==> src/rtl/rv_pkg.sv <==
// Shared RISC-V front-end types and constants.
package rv_pkg;

  localparam int unsigned XLEN = 32;
  localparam logic [XLEN-1:0] NOP_INSTR = 32'h0000_0013;

  // One fetched instruction together with the PC it was fetched from.
  typedef struct packed {
    logic [XLEN-1:0] pc;
    logic [XLEN-1:0] instr;
  } fetch_entry_t;

endpackage

==> src/rtl/fetch_fifo.sv <==
// In-order prefetch buffer between the instruction memory and IF/ID.
module fetch_fifo
  import rv_pkg::*;
#(
  parameter int unsigned DEPTH = 2
) (
  input  logic                   clk,
  input  logic                   rst,
  input  logic                   flush,
  input  logic                   push,
  input  fetch_entry_t           push_data,
  input  logic                   pop,
  output logic [$clog2(DEPTH):0] count,
  output fetch_entry_t           head
);

  localparam int unsigned CNT_W = $clog2(DEPTH) + 1;
  localparam int unsigned PTR_W = (DEPTH > 1) ? $clog2(DEPTH) : 1;

  fetch_entry_t     mem_q [DEPTH];
  fetch_entry_t     mem_d [DEPTH];
  logic [PTR_W-1:0] rd_ptr_q, rd_ptr_d;
  logic [PTR_W-1:0] wr_ptr_q, wr_ptr_d;
  logic [CNT_W-1:0] count_q, count_d;
  logic             pop_ok;

  function automatic logic [PTR_W-1:0] ptr_inc(input logic [PTR_W-1:0] p);
    return (p == PTR_W'(DEPTH - 1)) ? '0 : p + PTR_W'(1);
  endfunction

  assign pop_ok = pop && (count_q != '0);
  assign count  = count_q;
  assign head   = mem_q[rd_ptr_q];

  // Next-state: flush wins over push/pop; push and pop may coincide.
  always_comb begin
    mem_d    = mem_q;
    rd_ptr_d = rd_ptr_q;
    wr_ptr_d = wr_ptr_q;
    count_d  = count_q;
    if (flush) begin
      rd_ptr_d = '0;
      wr_ptr_d = '0;
      count_d  = '0;
    end else begin
      if (push) begin
        mem_d[wr_ptr_q] = push_data;
        wr_ptr_d        = ptr_inc(wr_ptr_q);
      end
      if (pop_ok) begin
        rd_ptr_d = ptr_inc(rd_ptr_q);
      end
      count_d = count_q + CNT_W'(push) - CNT_W'(pop_ok);
    end
  end

  // Control state, cleared asynchronously.
  always_ff @(posedge clk or posedge rst) begin
    if (rst) begin
      rd_ptr_q <= '0;
      wr_ptr_q <= '0;
      count_q  <= '0;
    end else begin
      rd_ptr_q <= rd_ptr_d;
      wr_ptr_q <= wr_ptr_d;
      count_q  <= count_d;
    end
  end

  // Payload storage; contents are qualified by count so no reset is needed.
  always_ff @(posedge clk) begin
    mem_q <= mem_d;
  end

  a_no_overflow: assert property (@(posedge clk) disable iff (rst)
    !(push && !flush && !pop_ok && (count_q == CNT_W'(DEPTH))));

endmodule

==> src/rtl/fetch_unit.sv <==
// Instruction-fetch stage: owns the fetch PC, issues memory requests within a
// credit window of DEPTH, buffers responses and drops stale ones after redirects.
module fetch_unit
  import rv_pkg::*;
#(
  parameter logic [31:0] RESET_PC = 32'h0000_0000,
  parameter int unsigned DEPTH    = 2
) (
  input  logic        clk,
  input  logic        rst,
  input  logic        stall,
  input  logic        redirect_valid,
  input  logic [31:0] redirect_pc,
  output logic        imem_req,
  output logic [31:0] imem_addr,
  input  logic        imem_gnt,
  input  logic        imem_rvalid,
  input  logic [31:0] imem_rdata,
  output logic        if_valid,
  output logic [31:0] if_pc,
  output logic [31:0] if_instr
);

  localparam int unsigned CNT_W = $clog2(DEPTH) + 1;
  localparam int unsigned SUM_W = CNT_W + 2;

  logic [31:0]      fetch_pc_q, fetch_pc_d;
  logic [31:0]      resp_pc_q, resp_pc_d;
  logic [CNT_W-1:0] out_cnt_q, out_cnt_d;
  logic [CNT_W-1:0] disc_cnt_q, disc_cnt_d;
  logic [CNT_W-1:0] fifo_count;
  logic [SUM_W-1:0] occupancy;
  logic [31:0]      redirect_tgt;
  logic             gnt_fire;
  logic             push;
  logic             pop;
  fetch_entry_t     push_data;
  fetch_entry_t     head;

  // Credits in use: in-flight (kept or dropped) plus buffered instructions.
  assign occupancy    = SUM_W'(out_cnt_q) + SUM_W'(disc_cnt_q) + SUM_W'(fifo_count);
  assign redirect_tgt = redirect_pc & 32'hFFFF_FFFC;

  assign imem_req  = !rst && !redirect_valid && (occupancy < SUM_W'(DEPTH));
  assign imem_addr = fetch_pc_q;
  assign gnt_fire  = imem_req && imem_gnt;

  // Responses are in order, so the PC of the next kept response is implied.
  assign push      = imem_rvalid && !redirect_valid && (disc_cnt_q == '0);
  assign push_data = '{pc: resp_pc_q, instr: imem_rdata};
  assign pop       = if_valid && !stall && !redirect_valid;

  assign if_valid = (fifo_count != '0);
  assign if_pc    = if_valid ? head.pc : 32'h0;
  assign if_instr = if_valid ? head.instr : NOP_INSTR;

  fetch_fifo #(.DEPTH(DEPTH)) u_fifo (
    .clk       (clk),
    .rst       (rst),
    .flush     (redirect_valid),
    .push      (push),
    .push_data (push_data),
    .pop       (pop),
    .count     (fifo_count),
    .head      (head)
  );

  // Next-state for PC tracking and outstanding/discard accounting.
  always_comb begin
    fetch_pc_d = fetch_pc_q;
    resp_pc_d  = resp_pc_q;
    out_cnt_d  = out_cnt_q;
    disc_cnt_d = disc_cnt_q;
    if (redirect_valid) begin
      // Everything still in flight becomes stale; a response arriving now is
      // one of them and is dropped on the spot.
      fetch_pc_d = redirect_tgt;
      resp_pc_d  = redirect_tgt;
      out_cnt_d  = '0;
      disc_cnt_d = disc_cnt_q + out_cnt_q + CNT_W'(gnt_fire) - CNT_W'(imem_rvalid);
    end else begin
      if (gnt_fire) begin
        fetch_pc_d = fetch_pc_q + 32'd4;
      end
      if (imem_rvalid && (disc_cnt_q != '0)) begin
        disc_cnt_d = disc_cnt_q - CNT_W'(1);
      end
      if (push) begin
        resp_pc_d = resp_pc_q + 32'd4;
      end
      out_cnt_d = out_cnt_q + CNT_W'(gnt_fire) - CNT_W'(push);
    end
  end

  // State registers with asynchronous reset.
  always_ff @(posedge clk or posedge rst) begin
    if (rst) begin
      fetch_pc_q <= RESET_PC;
      resp_pc_q  <= RESET_PC;
      out_cnt_q  <= '0;
      disc_cnt_q <= '0;
    end else begin
      fetch_pc_q <= fetch_pc_d;
      resp_pc_q  <= resp_pc_d;
      out_cnt_q  <= out_cnt_d;
      disc_cnt_q <= disc_cnt_d;
    end
  end

  a_credit_bound: assert property (@(posedge clk) disable iff (rst)
    occupancy <= SUM_W'(DEPTH));

  a_rvalid_expected: assert property (@(posedge clk) disable iff (rst)
    imem_rvalid |-> ((SUM_W'(out_cnt_q) + SUM_W'(disc_cnt_q)) != '0));

endmodule

==> config.mk <==
export PLATFORM = sky130hd
export DESIGN_NAME = fetch_unit
export DESIGN_NICKNAME = d
export VERILOG_FILES = /design/src/rtl/rv_pkg.sv /design/src/rtl/fetch_fifo.sv /design/src/rtl/fetch_unit.sv
export SDC_FILE = /design/constraint.sdc
export NUM_CORES = 1
export LEC_CHECK = 0
export CAP_MARGIN = 20
export CORE_MARGIN = 2
export CORE_UTILIZATION = 52
export CTS_CLUSTER_SIZE = 28
export DETAILED_ROUTE_END_ITERATION = 6
export PLACE_DENSITY = 0.8
export SYNTH_ARGS = -nofsm -noshare
export SYNTH_HDL_FRONTEND = slang
export SYNTH_SLANG_ARGS = --single-unit
==> constraint.sdc <==
create_clock -name clk -period 6.42 [get_ports clk]
set_input_delay 1.605 -clock clk [delete_from_list [all_inputs] [get_ports clk]]
set_output_delay 1.605 -clock clk [all_outputs]
set_load 0.01 [all_outputs]
==> metrics <==
worst endpoint required time=4820 ps; slowest stage delay, CP=530 ps; Async SR Flop Fraction=35.42%; register area share after synthesis=63.10%; die area=17580 um2; Skew-Pair Late Insertion Delay=430 ps; number of hold violations in the final report=0; Synth Instances=698; DP HPWL=13.19 mm; CP Cell Sequence=clkdlybuf4s50_1 -> nor4_2 -> and2_1 -> clkdlybuf4s50_1; startpoint types=input pin; vias in the first global route=5842; clk_skew=19.22 ps; largest net degree at the start of global routing=75; Rel. slew slack=27.92%; mux share of post-synthesis cell area=8.120%; synth warn=0; DR DRC count=0; Avg Cell Area, Syn=12.32 um2; n_diodes=0; GPL Wtd Cong=0.8928; post-detailed-route count of antenna-violating nets=0; initial DRC count=484; row count=47; Worst path slowest cell=clkdlybuf4s50_1; fill count=1205; Synth Area in Compound Gates=6.694%; Post-Syn Area=8598 um2; Die Span Y=132.6 um; critical path's most frequent cell=clkdlybuf4s50_1; most frequent cells in the layout=clkdlybuf4s50_1, edfxtp_1, nor2_1; Max Freq=210.7 MHz; commonest non-fill, non-tap cell in the layout=clkdlybuf4s50_1; wire per inst=17.52 um; Vias=6032; Worst-Margin Slew=1081 ps; hold buffers post-CTS=0; Most used DFF post-synth=edfxtp_1; Pleak=3.884 nW; buffers plus inverters on the worst setup path=2; drt pass-1 iters=5; Sink Count=192; Initial Utilization=52.59%; CP arrival=3140 ps; io pins=168; EDFF count, synth=124; Adder-Cell Fraction of Synth Area=2.066%; final setup fails=0; RSZ-0062 raised after global routing=no; min-delay worst type=register to register; Post CTS Setup Buffer Count=0; post-synthesis register bit count=192; CTS tree=built; total gr overflow=0; Max Root-Sink Buffers=2; CTS resizes=0; core area=16350 um2; setup TNS=0 ps; Place WS=1667 ps; first-pass GRT wire length=30.14 mm; PnR worst setup slack=1674 ps; crit-path leading delay family=buffers and inverters; xor/xnor share of the synthesized area=3.871%; register area=5429 um2; Reg clk slew, reported paths=60 ps; period utilisation layout=73.93%; Crit Path Class=input pin to output pin; All-Layer GR Usage=21.79%; total chip power=0.003387 W; number of antenna violations at the first check in global routing=0; post-synthesis simple-gate area fraction=13.58%; root buf cell=clkbuf_16; largest family of logic cells by synthesized area=simple AND/OR/NAND/NOR gates; maximum fanout along the worst path=3; Cell Pwr Density=307.8 nW/um2; share of layout cells above drive strength 1=6.782%; Final min period=4746 ps; library cells used by synthesis=49; H-tree Lvls=4; width of the chip=132.6 um; vias per inst=5.534; top post-synthesis cells by area=edfxtp_1, dfrtp_1, mux2i_1; CP Capture Type=output pin; Nets=940; IO buf count=161; maxcap violations=0; Pins Over Slew Limit=0; Multi-input gate area=2987 um2; Yosys top cell by area=edfxtp_1; top-area cell type share of the netlist area=43.31%; Worst VDD drop=182.3 uV; status=completed; drt total wl=19.10 mm; Area Growth Syn to Fin=27.97%; CTS buffer count=17
[flip-flops by register name, summed over array words and instances (netlist names)]
signal and flops:
u_fifo.mem_q 124, imem_addr 30, resp_pc_q 30, disc_cnt_q 2, out_cnt_q 2, u_fifo.count 2
u_fifo.rd_ptr_q 1, u_fifo.wr_ptr_q 1
[synthesized netlist by cell type (3+ instances only)]
library cell	number
nand2_1	62
o31a_1	4
o311ai_1	4
o311ai_0	4
inv_1	21
mux2i_1	63
a21oi_1	11
and3_1	6
o21ai_1	10
dfrtp_1	68
xnor2_1	13
nand3_1	27
and2_1	7
nor3_1	7
a31oi_1	3
xor2_1	25
clkbuf_1	19
buf_2	3
or4_1	6
nor2_1	82
o21ai_0	35
buf_1	6
buf_4	4
mux2_2	6
o211ai_1	13
ha_1	11
nand4_1	24
edfxtp_1	124
[worst register-to-register path, stage by stage, from the launching register on]
cell     delay (ps)
dfrtp_1         390
inv_1            80
fa_1            530
inv_1            40
ha_1            290
nor4_2          290
nand2_1         100
buf_4           250
inv_1           470
nand3_1         280
nor3_1          250
mux2_2          360
[routing by layer]
layer	vias up	wire [um]	part of all wire (%)	global-route usage [%]
met3	14	1480	7.7	4.751
met1	2888	8466	44	30.72
li1	2865	-	-	-
met4	0	149	0.78	6.810
met5	-	0	0	0
met2	265	9002	47	34.14
[stage by stage]
stage / utilization, % / area (um2) / hold WS [ps] / cells
2_1_floorplan: - / 8615 / 462.8 / 701
3_3_place_gp: 63.79 / 10430 / 489.0 / 1057
3_5_place_dp: 63.84 / 10440 / 488.7 / 1058
4_1_cts: 67.30 / 11000 / 513.1 / 1090
5_1_grt: 67.30 / 11000 / 540.0 / 1090
6_report: 67.30 / 11000 / 522.2 / 1090
[cells by family (layout without fill, tap and decap cells)]
family / after synthesis / after routing
AND/OR/NAND/NOR: 239 / 239
flip-flops: 192 / 192
AO/OA/AOI/OAI: 93 / 93
multiplexers: 69 / 69
buffers and inverters: 53 / 222
XOR/XNOR: 38 / 38
adder cells (fa/ha/maj): 13 / 13
other: 1 / 4
[layout make-up]
type	count	area share (%)
clock inverters	12	1.092
inverters	21	0.7164
clock buffers	20	4.060
flip-flops and latches	192	49.34
multi-input cells	456	27.14
repair buffers	169	15.15
well taps	220	2.502
[power by group]
part,total [W],switching [W],internal (W)
clock network,0.000999,0.000421,0.000578
logic,0.000803,0.000395,0.000408
registers,0.00159,0.000141,0.00144
[worst paths after layout]
| check | start | endpoint | slack [ps] | cells after the start |
|---|---|---|---|---|
| setup / recovery | rst | imem_req | 1670 | 4 |
| hold / removal | resp_pc_q[24]$_DFFE_PP0N_ | u_fifo.mem_q[56]$_DFFE_PP_ | 520 | 0 |
| setup reg to reg | out_cnt_q[1]$_DFF_PP0_ | imem_addr[26]$_DFFE_PP0P_ | 2980 | 11 |
| hold reg to reg | resp_pc_q[24]$_DFFE_PP0N_ | u_fifo.mem_q[56]$_DFFE_PP_ | 520 | 0 |
| max in group asynchronous | rst | u_fifo.rd_ptr_q$_DFFE_PP0P_ | 3950 | 3 |
| min in group asynchronous | rst | out_cnt_q[0]$_DFF_PP0_ | 1810 | 3 |
(Power assumes the default switching activity.)
